## src/rtl/tdm_demux_1x8.sv

```systemverilog
// ---------------------------------------------------------------------------
// tdm_demux_1x8
// Time-division 1-to-8 demultiplexer. A serial bit stream, one bit per
// valid cycle, is steered by a slot counter into a word register. Each
// completed word is offered downstream over a valid/ready handshake.
// Frame alignment is acquired and re-acquired from a start-of-frame marker.
//
// Ports:
//   clk          rising-edge clock
//   rst          synchronous, active-high reset
//   din          serial data bit
//   din_valid    din is valid this cycle
//   sof          start of frame (qualified by din_valid), din is slot 0
//   word_out     demultiplexed word, bit k = bit received in slot k
//   word_valid   word_out holds an unconsumed frame
//   word_ready   downstream accepts word_out when word_valid is high
//   slot         slot the next valid bit will be written to
//   locked       high while collecting aligned frames
//   overrun      sticky flag: a completed frame was dropped
//   clr_overrun  clears overrun (a simultaneous new drop wins)
// ---------------------------------------------------------------------------
module tdm_demux_1x8 #(
  parameter int LANES = 8,
  parameter int SEL_W = 3
) (
  input  logic             clk,
  input  logic             rst,
  input  logic             din,
  input  logic             din_valid,
  input  logic             sof,
  output logic [LANES-1:0] word_out,
  output logic             word_valid,
  input  logic             word_ready,
  output logic [SEL_W-1:0] slot,
  output logic             locked,
  output logic             overrun,
  input  logic             clr_overrun
);

  localparam logic [0:0] HUNT    = 1'b0;
  localparam logic [0:0] COLLECT = 1'b1;

  localparam logic [SEL_W-1:0] LAST_SLOT = SEL_W'(LANES - 1);

  logic [0:0]       state;
  logic [LANES-1:0] shift;
  logic             frame_done;
  logic             buf_free;
  logic             drain;

  // A frame completes only on a non-sof bit landing in the last slot while
  // collecting; a sof bit always restarts at slot 0, so it can never finish
  // a frame. The output buffer can take a new word if it is empty or is
  // being drained in this very cycle, which avoids a bubble between frames.
  always_comb begin
    frame_done = din_valid && !sof && (state == COLLECT) && (slot == LAST_SLOT);
    drain      = word_valid && word_ready;
    buf_free   = !word_valid || word_ready;
  end

  // Alignment FSM, slot counter and shift register. A sof restarts the frame
  // from either state; earlier partial bits are left in place because every
  // slot above 0 is rewritten before the next completion.
  always_ff @(posedge clk) begin
    if (rst) begin
      state <= HUNT;
      slot  <= '0;
      shift <= '0;
    end else if (din_valid) begin
      if (sof) begin
        shift[0] <= din;
        slot     <= SEL_W'(1);
        state    <= COLLECT;
      end else if (state == COLLECT) begin
        shift[slot] <= din;
        slot        <= (slot == LAST_SLOT) ? '0 : slot + SEL_W'(1);
      end
    end
  end

  // Output buffer. The last bit bypasses the shift register so the word is
  // available one cycle after its final bit is sampled.
  always_ff @(posedge clk) begin
    if (rst) begin
      word_out   <= '0;
      word_valid <= 1'b0;
    end else if (frame_done && buf_free) begin
      word_out   <= {din, shift[LANES-2:0]};
      word_valid <= 1'b1;
    end else if (drain) begin
      word_valid <= 1'b0;
    end
  end

  // Sticky overrun: a drop in the same cycle as a clear must still be seen.
  always_ff @(posedge clk) begin
    if (rst) begin
      overrun <= 1'b0;
    end else if (frame_done && !buf_free) begin
      overrun <= 1'b1;
    end else if (clr_overrun) begin
      overrun <= 1'b0;
    end
  end

  assign locked = (state == COLLECT);

endmodule
```

## config.mk

```make
export PLATFORM = sky130hd
export DESIGN_NAME = tdm_demux_1x8
export DESIGN_NICKNAME = d
export VERILOG_FILES = /design/src/rtl/tdm_demux_1x8.sv
export SDC_FILE = /design/constraint.sdc
export NUM_CORES = 1
export LEC_CHECK = 0
export BUFFER_PORTS_ARGS = -buffer_cell sky130_fd_sc_hd__buf_2
export CAP_MARGIN = 20
export CORE_UTILIZATION = 40
export DETAILED_ROUTE_END_ITERATION = 12
export SLEW_MARGIN = 20
export SYNTH_ARGS = -nofsm -noshare
export SYNTH_HDL_FRONTEND = slang
export SYNTH_SLANG_ARGS = --single-unit
```

## constraint.sdc

```tcl
create_clock -name clk -period 1.8 [get_ports clk]
set_clock_uncertainty 0.1 [all_clocks]
set_input_delay 0 -clock clk [delete_from_list [all_inputs] [get_ports clk]]
set_output_delay 0 -clock clk [all_outputs]
set_load 0.01 [all_outputs]
```

# Yosys cells after proc, flatten, opt, wreduce, memory -nomap -nowiden
# Index checks and enable logic that the tools add are counted.
[totals]
regBits = 22
wordCells = 41
[classes]
addsub = 1
n_lt_le_gt_ge = 2
eq_ne = 1
muxes = 12
bitwise_logic = 1
reduce_logical = 17
[ops]
columns = ["operator", "n"]
rows = [
  ["$mux W3", 3],
  ["$bwmux W8", 1],
  ["$logic_and A1 B1 Y1", 7],
  ["$mux W1", 7],
  ["$reduce_bool A2 Y1", 3],
  ["$lt A3 B4 Y1 const B", 1],
  ["$reduce_and A2 Y1", 2],
  ["$add A3 B1 Y3 const B", 1],
  ["$demux W1 S3", 1],
  ["$eq A3 B3 Y1 const B", 1],
  ["$ge A3 B1 Y1 const B", 1],
  ["$logic_not A1 Y1", 3],
  ["$reduce_and A3 Y1", 1],
  ["$logic_or A1 B1 Y1", 1],
  ["$not A1 Y1", 1],
]

# Depth between registers and ports, before layout
[logic_depth]
ltp_word = 7
depth_mapped = 6
mapped_depth_nobuf = 5

# Worst setup path before layout
# No wires, ideal clock.
[synth_timing]
kind = "reg2reg"
from = "reg slot[0]"
to = "reg word_out[7]"
setup_ps = 72
t_arrival_ps = 1299
slack_ps = 329
path_stages_with_launch = 6
path_buffers = 1
period_less_slack_ps = 1471
path_cell_list = "dfxtp_1 > ha_1 > ha_1 > and3b_1 > buf_6 > mux2i_1"
[synth_between]
elab_chain_len = 3
[synth_lines]
columns = ["item", "line_no", "text"]
rows = [
  ["start, declared", "34", "output logic [SEL_W-1:0] slot,"],
  ["start signal, assigned", "76", "slot <= (slot == LAST_SLOT) ? '0 : slot + SEL_W'(1);"],
  ["$eq A3 B3 Y1", "56", "frame_done = din_valid && !sof && (state == COLLECT) && (slot == LAST_SLOT);"],
  ["$logic_and A1 B1 Y1", "56", ""],
  ["$logic_and A1 B1 Y1", "87", "end else if (frame_done && buf_free) begin"],
  ["end signal, assigned", "88", "word_out <= {din, shift[LANES-2:0]};"],
  ["end, declared", "31", "output logic [LANES-1:0] word_out,"],
]
# Every way passes these cells.
# A chain may end at the register's enable or synchronous reset.

# Worst setup path in the final report
[layout_timing]
from = "reg slot[0]"
to = "reg word_valid"
[layout_between]
elab_chain_len = 4
elab_cells_between_ends = 5
cone_classes = "1 x eq/ne; 1 x mux; 3 x reduce/logical"
[layout_lines]
columns = ["item", "line_no", "text"]
rows = [
  ["$eq A3 B3 Y1 *", "56", ""],
  ["$logic_and A1 B1 Y1 *", "56", ""],
  ["$logic_and A1 B1 Y1 *", "87", ""],
  ["$mux W1 / $reduce_bool A2 Y1 (equally long branches)", "--", ""],
  ["end signal, assigned", "86", "word_valid <= 1'b0;"],
  ["end signal, assigned", "89", "word_valid <= 1'b1;"],
  ["end signal, assigned", "91", "word_valid <= 1'b0;"],
  ["end, declared", "32", "output logic word_valid,"],
]
# Mark *: on every way between the ends. The rest lies on a longest branch, timed or not.

==> key figures <==
Clock tree
  • CTS tree: yes
  • Root Driver: clkbuf_4
  • CTS max path bufs: 2
  • Clock buffer count from CTS: 3
  • Clock latency on the worst-skew pair: 0.30 ns
  • H-Tree Depth: 1
  • Setup bufs post-CTS: 0
  • Worst-path clk slew: 0.11 ns
  • Clock sink total: 21

Synth
  • Post-synth top area cell: dfxtp_1
  • Async SR Flop Fraction: 0%
  • Synth Area in Simple Gates: 22.48%
  • XOR/XNOR share of the synthesized area: 0%
  • Post-synthesis sequential area ratio: 46.34%
  • Largest family of logic cells by synthesized area: simple AND/OR/NAND/NOR gates
  • Top-area cell type share of the netlist area: 46.34%
  • Flops & latches, synth: 21
  • Main synth FF type: dfxtp_1
  • Post-Synth Adder-Cell Area: 2.759%
  • Yosys cell types: 22
  • Synth Area in Compound Gates: 7.310%
  • Mapped Cells: 95
  • Syn Nets: 104
  • Synth area leaders: dfxtp_1 46%, mux2i_1 15%, nand2_1 8.7%
  • Mux cell area share after synthesis: 15.45%
  • Post-Syn Area: 907.1 µm²
  • Synth warn: 0
  • Post-synth EDFFs: 0
  • Synth Area per Inst: 9.549 µm²

Setup path
  • Max incr delay on CP: 0.54 ns
  • Slowest cell on the critical path: dlygate4sd3_1
  • Critical path peak fanout: 9
  • Reg2Reg Setup Slack: 0.07 ns
  • CP Class: flip-flop to flip-flop
  • Top delay family on crit path: buffers and inverters
  • Buf/Inv on CP: 1
  • CP Data Required Time: 1.90 ns
  • CP endpoint kind: flip-flop
  • Most repeated library cell on the critical path: ha_1
  • Cells along the critical path: ha_1 -> ha_1 -> a21oi_1 -> nor2_1 -> dlygate4sd3_1
  • CP Launch Type: flip-flop
  • Arr. time, crit path: 1.84 ns

Floorplan
  • Die area: 0.002462 mm²
  • Die Y: 49.62 µm
  • Initial Util: 44.42%
  • IO Count: 21
  • Core ar.: 0.002042 mm²
  • Die Width: 49.62 µm
  • Row count: 16

Layout
  • FILL cells: 200
  • Register area: 421.7 µm²
  • Share of cells above drive strength 1: 23.39%
  • Layout area overhead: 22.90%
  • Antenna cells: 0
  • Nets@finish: 134
  • Utilization after layout: 54.60%
  • Area of the multi-input gates: 435.4 µm²

Timing
  • Period minus WS final: 1.732 ns
  • Number of max-slew violations in the final report: 0
  • Smallest hold slack: 0.02712 ns
  • Worst setup slack after layout: 0.06826 ns
  • Final setup TNS: 0 ns
  • Tcrit/Tclk final: 96.21%
  • F_max: 577.5 MHz
  • Worst slew pin tran: 0.3074 ns
  • RSZ-0062 raised after global routing: false
  • Max-slew headroom: 79.38%
  • Final hold viol count: 0
  • Final setup fails: 0

Routing
  • Initial DRC count: 14
  • Post-DR wirelength/cell: 12.03 µm
  • DRT Wirelength: 1817 µm
  • Antenna Nets Post-Route: 0
  • Via count: 762
  • Vias per cell: 5.046
  • DRC viols: 0
  • Drt pass-1 iters: 4

Global routing
  • GRT Util Overall: 16.47%
  • Vias in the first global route: 699
  • First-pass GRT wire length: 3084 µm
  • GRT overflow: 0
  • Pin count of the biggest net entering global routing: 12
  • Initial antenna violation count: 0

Placed design
  • Input/output buffers: 20
  • HPWL after DPL: 1260 µm
  • Worst slack at placement: 0.1947 ns
  • Final Wtd Congestion: 0.7602

Power
  • Total power: 0.7636 mW
  • Leakage: 0.5108 nW
  • Peak VDD IR: 0.0005256 V
  • PD cells: 684.9 mW/mm²

Job
  • Max-cap violations: 0

Status
  • Status: completed

Worst hold path
  • Hold Path Class: primary input to flip-flop
[path summary, 6_finish.rpt]
path	to	from	cells after the start
worst max-delay path	word_valid	slot[0]	5
worst min-delay path	overrun	word_ready	4
worst max register to register	word_valid	slot[0]	5
worst min register to register	word_out[6]	word_out[6]	2
[metal layers]
layer	part of all wire, %	GRT usage, %	vias to the layer above	routed length (µm)
met3	4.2	5.556	2	77
met4	0.83	5.714	0	15
met2	43	25.00	18	790
li1	-	-	390	-
met1	51	21.59	352	933
met5	0	0	-	0
[registers in the layout, indices dropped and copies added, names as in the netlist]
| signal | count |
|---|---|
| locked | 1 |
| overrun | 1 |
| shift | 7 |
| slot | 3 |
| word_out | 8 |
| word_valid | 1 |
[what timing repair did]
item,CTS,global route
hold buffers,6,0
endpoints found under the setup margin,0,1
endpoints found under the hold margin,7,0
resized for setup,0,1
[synth_stat cells, types with 2 or more instances]
cell type,number
a21oi_1,3
a22oi_1,2
and3b_1,2
buf_2,2
buf_6,3
dfxtp_1,21
ha_1,2
mux2i_1,14
nand2_1,21
nand3_1,4
nor2_1,6
nor2b_1,3
nor3b_1,2
o21ai_0,2
[power breakdown]
| group | switching (mW) | total [mW] | internal (mW) | leakage, nW |
|---|---|---|---|---|
| registers | 0.00759 | 0.478 | 0.471 | 0.170 |
| logic | 0.0318 | 0.0596 | 0.0277 | 0.326 |
| clock network | 0.139 | 0.226 | 0.0864 | 0.0150 |
[cell usage in the layout, fill, tap and decap left out, types with 2 or more instances in the layout]
cell type,n
a21oi_1,3
a22oi_1,2
and3b_1,2
buf_2,20
buf_4,4
clkbuf_4,3
dfxtp_1,20
dlygate4sd3_1,6
ha_1,2
mux2i_1,14
nand2_1,21
nand3_1,4
nor2_1,6
nor2b_1,3
nor3b_1,2
o21ai_0,2
[area by class of cell]
cell class,instances,area share (%)
Clock buffer,4,2.357
Tap cell,27,3.030
Timing Repair Buffer,30,17.06
Sequential cell,21,37.82
Inverter,2,0.6734
Multi-Input combinational cell,67,39.06
[cell families after synthesis]
logic type / after synthesis
AND/OR/NAND/NOR: 41
flip-flops: 21
multiplexers: 14
AO/OA/AOI/OAI: 10
buffers and inverters: 7
adder cells (fa/ha/maj): 2
[worst min-delay path, stage by stage]
cell and delay [ns]:
buf_2 0.07, nor2b_1 0.06, a32oi_1 0.20, nor2_1 0.05
[through the flow]
stage,area [µm²],instances
global placement,1027,141
detailed placement,1027,141
CTS,1114,151
global route,1115,151
finish,1115,151
floorplan,907.1,95
No activity file was read; power rests on OpenSTA's default activity.
